[src/rtl/ahb3lite_rr_arbiter.sv]
// Round-robin AHB3-Lite arbiter: grant changes only at arbitration points (burst end, idle, lock release).
// Grant lands one cycle after the arbitration point; HREADY=0 freezes grant, beat count and data-phase owner.
module ahb3lite_rr_arbiter #(
    parameter  int MASTERS        = 2,
    parameter  int DEFAULT_MASTER = 0,
    localparam int MW             = (MASTERS > 1) ? $clog2(MASTERS) : 1
) (
    input  logic               HCLK,
    input  logic               HRESET,
    input  logic [MASTERS-1:0] HBUSREQ,
    input  logic [1:0]         HTRANS,
    input  logic [2:0]         HBURST,
    input  logic               HMASTLOCK,
    input  logic               HREADY,
    output logic [MASTERS-1:0] HGRANT,
    output logic [MW-1:0]      HMASTER,
    output logic [MW-1:0]      HMASTER_D,
    output logic               ARB_SWITCH
);

    typedef enum logic [1:0] {
        TR_IDLE   = 2'b00,
        TR_BUSY   = 2'b01,
        TR_NONSEQ = 2'b10,
        TR_SEQ    = 2'b11
    } htrans_e;

    typedef enum logic [2:0] {
        BU_SINGLE = 3'b000,
        BU_INCR   = 3'b001,
        BU_WRAP4  = 3'b010,
        BU_INCR4  = 3'b011,
        BU_WRAP8  = 3'b100,
        BU_INCR8  = 3'b101,
        BU_WRAP16 = 3'b110,
        BU_INCR16 = 3'b111
    } hburst_e;

    logic [MW-1:0] r_hmaster;
    logic [MW-1:0] r_hmaster_d;
    logic          r_switch;
    logic [4:0]    r_cnt;

    logic [4:0]    w_len_m1;
    logic [4:0]    w_cnt_nxt;
    logic          w_fixed;
    logic          w_ap;
    logic [MW-1:0] w_next_master;
    logic          w_found;
    logic [MW:0]   w_sum;
    logic [MW-1:0] w_cand;

    always_comb begin
        w_len_m1 = 5'd0;
        case (HBURST)
            BU_WRAP4,  BU_INCR4:  w_len_m1 = 5'd3;
            BU_WRAP8,  BU_INCR8:  w_len_m1 = 5'd7;
            BU_WRAP16, BU_INCR16: w_len_m1 = 5'd15;
            default:              w_len_m1 = 5'd0;
        endcase
    end

    always_comb begin
        w_cnt_nxt = r_cnt;
        if (HTRANS == TR_NONSEQ) begin
            w_cnt_nxt = w_len_m1;
        end else if (HTRANS == TR_SEQ && r_cnt != 5'd0) begin
            w_cnt_nxt = r_cnt - 5'd1;
        end
    end

    assign w_fixed = (HBURST[2:1] != 2'b00);

    // BUSY matches none of the terms, so an owner pausing mid-burst never loses the bus.
    always_comb begin
        w_ap = 1'b0;
        if (HREADY && !HMASTLOCK) begin
            if (HTRANS == TR_IDLE)
                w_ap = 1'b1;
            else if (HTRANS == TR_NONSEQ && HBURST == BU_SINGLE)
                w_ap = 1'b1;
            else if (HTRANS == TR_SEQ && w_fixed && r_cnt == 5'd1)
                w_ap = 1'b1;
            else if (HBURST == BU_INCR && HTRANS[1] && !HBUSREQ[r_hmaster])
                w_ap = 1'b1;
        end
    end

    // Search owner+1 upward with wrap; the owner itself is the last candidate.
    always_comb begin
        w_next_master = r_hmaster;
        w_found       = 1'b0;
        w_sum         = '0;
        w_cand        = '0;
        for (int i = 1; i <= MASTERS; i++) begin
            w_sum = {1'b0, r_hmaster} + (MW+1)'(i);
            if (w_sum >= (MW+1)'(MASTERS))
                w_sum = w_sum - (MW+1)'(MASTERS);
            w_cand = w_sum[MW-1:0];
            if (!w_found && HBUSREQ[w_cand]) begin
                w_found       = 1'b1;
                w_next_master = w_cand;
            end
        end
    end

    always_ff @(posedge HCLK) begin
        if (HRESET) begin
            r_hmaster   <= MW'(DEFAULT_MASTER);
            r_hmaster_d <= MW'(DEFAULT_MASTER);
            r_switch    <= 1'b0;
            r_cnt       <= 5'd0;
        end else begin
            r_switch <= 1'b0;
            if (HREADY) begin
                r_hmaster_d <= r_hmaster;
                r_cnt       <= w_cnt_nxt;
            end
            if (w_ap) begin
                r_hmaster <= w_next_master;
                r_switch  <= (w_next_master != r_hmaster);
            end
        end
    end

    always_comb begin
        HGRANT            = '0;
        HGRANT[r_hmaster] = 1'b1;
    end

    assign HMASTER    = r_hmaster;
    assign HMASTER_D  = r_hmaster_d;
    assign ARB_SWITCH = r_switch;

`ifndef SYNTHESIS
    a_grant_onehot: assert property (@(posedge HCLK) disable iff (HRESET) $onehot(HGRANT));
`endif

endmodule

[config.mk]
export PLATFORM = sky130hd
export DESIGN_NAME = ahb3lite_rr_arbiter
export DESIGN_NICKNAME = d
export VERILOG_FILES = /design/src/rtl/ahb3lite_rr_arbiter.sv
export SDC_FILE = /design/constraint.sdc
export NUM_CORES = 1
export LEC_CHECK = 0
export CORE_MARGIN = 3
export CORE_UTILIZATION = 35
export CTS_BUF_LIST = sky130_fd_sc_hd__clkbuf_4
export DETAILED_ROUTE_END_ITERATION = 10
export GPL_TIMING_DRIVEN = 1
export SLEW_MARGIN = 30
export SYNTH_ARGS = -nofsm -noshare
export SYNTH_HDL_FRONTEND = slang
export SYNTH_SLANG_ARGS = --single-unit
[constraint.sdc]
create_clock -name HCLK -period 2.2 [get_ports HCLK]
set_input_delay 0.44 -clock HCLK [delete_from_list [all_inputs] [get_ports HCLK]]
set_output_delay 0.44 -clock HCLK [all_outputs]
set_load 0.05 [all_outputs]
* After elaboration in Yosys (flattened, before gate mapping)
Cells that the tools add are included.
Widths: inputs -> output; s select.
** Word-level totals
- Flip-flop bits (word level) :: 8
- Word-level logic and storage cells :: 70
** Operators by class
- Add/subtract/negate cells :: 5
- Order comparisons :: 6
- Equal/unequal tests :: 11
- Muxes and demuxes :: 21
- Bitwise gates (word level) :: 1
- Reduce and logical (&&, ||, !) cells :: 22
** Operators with widths (number)
- $mux 1 :: 17
- $eq 3x3->1 const B :: 4
- $pmux 4 s3 :: 1
- $mux 5 :: 2
- $logic_and 1x1->1 :: 9
- $reduce_or 2->1 :: 4
- $eq 3x2->1 const B :: 2
- $lt 1x2->1 const B :: 3
- $eq 5x1->1 const B :: 1
- $reduce_bool 5->1 :: 1
- $sub 5x1->5 const B :: 1
- $eq 2x2->1 const B :: 2
- $ge 2x2->1 const B :: 2
- $reduce_bool 2->1 :: 2
- $eq 3x1->1 const B :: 1
- $logic_not 1->1 :: 3
- $logic_not 3->1 :: 1
- $add 1x1->2 const B :: 1
- $add 1x2->2 const B :: 1
- $logic_not 2->1 :: 1
- $reduce_and 2->1 :: 1
- $sub 1x1->1 const B :: 2
- $demux 1 s1 :: 1
- $ge 1x1->1 const B :: 1
- 2 further kinds :: 2

* Longest topological paths before layout
- Depth after elaboration :: 11
- Mapped depth :: 6
- Gate-level depth less buffers :: 6

* Least setup slack after synthesis
OpenSTA, ideal clock, no wires.
- Path kind :: reg2reg
- Start point :: register r_hmaster, in the netlist HMASTER
- End point :: register r_hmaster, in the netlist HMASTER
- Library setup time :: 0.143 ns
- Data arrival time :: 1.513 ns
- Data required time :: 2.057 ns
- Slack :: 0.544 ns
- Stages on the path, launching flop included :: 5
- Buffers on the path :: 0
- Cells stage by stage :: dfxtp_1 > mux2i_1 > a222oi_1 > nand3b_1 > a211oi_2
** On the way
- Longest elaborated chain between the ends :: 9
- Elaborated cells between the ends (all ways) :: 26
- Classes of those cells :: 4 x add/sub; 2 x order compare; 16 x mux; 4 x reduce/logical
** Ends and longest elaborated chain
- start: declaration :: line 39 : logic [MW-1:0] r_hmaster;
- start signal: assignment :: line 109 : r_hmaster <= MW'(DEFAULT_MASTER);
- start signal: assignment :: line 120 : r_hmaster <= w_next_master;
- $add 1x1->2 or $mux 1 (tied branches) :: line 96, 84
- $ge 2x2->1, or another cell as far along :: line 97 : if (w_sum >= (MW+1)'(MASTERS))
- $mux 1 or $logic_not 1->1 (tied branches) :: line 97, 84
- $mux 1 (not written as such) or $logic_and 1x1->1 (tied branches) :: line 100, 84
- $mux 1 (on tied branches) :: line 100, 84
- $mux 1 (on tied branches) :: line 100, 82
- $logic_not 1->1 or $mux 1 (tied branches) :: line 100, 80
- $logic_and 1x1->1 or $mux 1 (tied branches) :: line 100, 78
- $mux 1 (on tied branches) :: line 100, 77
Parallel ways exist; a longest one is shown, timed or not. The select of a mux whose other input is x is not followed.
A chain may end at the register's enable or synchronous reset.

* Final worst setup path
- Start point :: register r_hmaster, in the netlist HMASTER
- End point :: output HGRANT[1]
** On the way
- Longest elaborated chain between the ends :: 4
- Elaborated cells between the ends (all ways) :: 5
- Classes of those cells :: 2 x order compare; 2 x mux; 1 x reduce/logical
** Ends and longest elaborated chain
- $lt 1x2->1 (not written as such) or $ge 1x1->1 (tied branches) :: line 128 : HGRANT[r_hmaster] = 1'b1;
- $logic_and 1x1->1 (not written as such) :: line 128
- $mux 1 (not written as such) :: line 128
- $demux 1 s1 (*) :: line 128
- end: declaration :: line 15 : output logic [MASTERS-1:0] HGRANT,
Mark *: on every way between the ends. The rest lies on a longest branch, timed or not.

==> impl_metrics.ini <==
[status]
outcome = finished clean

[critical_path]
cpMaxStageDelayCell = clkdlybuf4s50_1
crit_start = HMASTER
start_kind = flop
end_kind = output port
worst_path_dominant_cell_family = buffers and inverters
slowest_delay_ns = 0.86
worstSetupPathType = reg2out
critical_path.max_fanout = 7
cp_cell_sequence = clkdlybuf4s50_1
required_ns = 1.76
path_buf_inv = 1
reg2reg_from = r_cnt[1]
arrival_ns = 1.58

[timing]
setup_viol = 0
post-route-period-util_pct = 91.79
hold_viol_final = 0
finalCriticalPeriod_ns = 2.019
worst_slew_pin_slew_ns = 0.4939
slew_violations = 0
skew_ns = 0.001171
tns_ns = 0
slew_headroom_pct = 66.97
rsz0062_at_grt = false
fmax_ghz = 0.4952

[logic_synthesis]
synthArstFlopShare_pct = 0
synth.top_cell.area_share_pct = 30.99
syn_nets = 74
yosysWarnings = 0
syn_inst = 61
ys_seq_area_share_pct = 30.99
synth_ff_type = dfxtp_1
synth_area_leaders = dfxtp_1 (31%), mux2i_1 (9.7%), a21oi_1 (6.8%)
yosysTopAreaCell = dfxtp_1
yosysUniqueCellTypes = 28
synth_most_common_cell = dfxtp_1
synth-seq-cells = 8
synth_common_cells = dfxtp_1 (8), a21oi_1 (7), mux2i_1 (5), nor2_1 (5)
synth_area_um2 = 516.7
synth_area_per_cell_um2 = 8.471
synth_edf_count = 0

[die]
die_x_um = 44.43
die_h_um = 44.43
die-area_mm2 = 0.001974
core_region_area_mm2 = 0.001350
placementRows = 13
ios = 16
start_util_pct = 38.28

[clock_tree]
cts_resized = 0
cts_max_path_buffers = 2
cts-root-buf = clkbuf_4
cts_sinks = 8
cts_tree = built
holdBufCountCts = 0
clkLatencyLatePin_ns = 0.25
htreeDepth = 1
path_clk_slew_ns = 0.06
postCtsSetupBuffers = 0
cts_buffers = 3

[global_route]
grt_pass1_vias = 448
grt_max_degree = 9
overflow = 0
antenna_found_initial = 0
grt_usage_pct = 14.35
grt_pass1_wl_mm = 2.007

[min_path]
min_from = r_cnt[4]
hold_class = reg2reg

[routing]
vias = 482
routedWlPerCell_um = 12.68
drtAntennaViolNets = 0
viasPerCell = 5.183
drtIter0Drc = 8
wirelength_mm = 1.179
drtPass1Iterations = 4
drc = 0

[pwr]
ir_worst_vdd_mv = 0.3116
leakagePower_nw = 0.2762
cellPowerDensity_mw_per_mm2 = 530.7

[placed_design]
gp_congestion = 0.8267
port_buffers = 15
dpl.hpwl_um = 854.3

[finish]
drive_gt1_share_pct = 10.26
diodes = 0
fin_nets = 93
final_core_util_pct = 52.36
area_delta_synth_final_pct = 36.80
fillers = 131

[job]
maxCapViolCount = 0
[metrics by stage]
| step | setup WS [ns] | hold WS, ns | total power, mW | cell area (µm²) | std cells |
|---|---|---|---|---|---|
| after global routing | 0.1195 | 0.5163 | 0.3999 | 706.9 | 93 |
| final | 0.1805 | 0.4891 | 0.3751 | 706.9 | 93 |
| after global placement | 0.2060 | 0.4544 | 0.2611 | 684.4 | 90 |
| after CTS | 0.1632 | 0.4882 | 0.3796 | 706.9 | 93 |
| after floorplan | 0.5438 | 0.4410 | 0.2225 | 516.7 | 61 |
| after detailed placement | 0.1547 | 0.4637 | 0.2607 | 684.4 | 90 |
[routing by layer]
layer | share of wire, % | GRT usage [%]
met5 | 0 | 0
met2 | 41 | 19.48
met4 | 1.4 | 10.84
met3 | 6.8 | 4.472
met1 | 51 | 18.63
[where the power goes]
part / leakage (nW) / switching, mW / internal (mW)
clock: 0.0138 / 0.0532 / 0.0627
sequential: 0.0650 / 0.00801 / 0.152
combinational: 0.197 / 0.0483 / 0.0510
total: 0.276 / 0.110 / 0.266
[registers in the layout, indices dropped and copies added, names as in the netlist]
register	flops
HMASTER_D	1
ARB_SWITCH	1
HMASTER	1
r_cnt	5
[cells by family (layout without fill, tap and decap cells)]
kind of cell    count (synthesis)  after routing  synth area share, %
mux                             6              6                11.86
buf+inv                         7             24                6.051
simple gates                   24             24                28.33
fa+ha+maj                       2              2                4.842
compound gates                 14             14                17.92
flops                           8              8                30.99
[worst paths after layout]
path	cells after the start	endpoint	slack, ns
hold reg to reg	1	r_cnt[4]	0.49
setup reg to reg	6	HMASTER	0.69
hold / removal	1	r_cnt[4]	0.49
setup / recovery	1	HGRANT[1]	0.18
[cell type report]
type / count / area (µm²) / share of cell area [%]
clock buffers: 3 / 22.52 / 3.186
multi-input cells: 46 / 325.3 / 46.02
inverters: 4 / 15.01 / 2.124
well taps: 15 / 18.77 / 2.655
flip-flops and latches: 8 / 160.2 / 22.65
repair buffers: 17 / 165.2 / 23.36
[placed cells by master, fill, tap and decap left out, drive strengths merged, types with 2 or more instances in the layout]
master         synthesis  layout
nand3b                 2       2
nor4b                  2       2
nand2                  4       4
mux2i                  5       5
clkbuf                 1       3
nor2b                  3       3
inv                    4       4
nor2                   5       5
ha                     2       2
a21oi                  7       7
nand2b                 2       2
buf                    2       2
dfxtp                  8       8
o21ai                  2       2
clkdlybuf4s50          0      15
(Power assumes the default switching activity.)
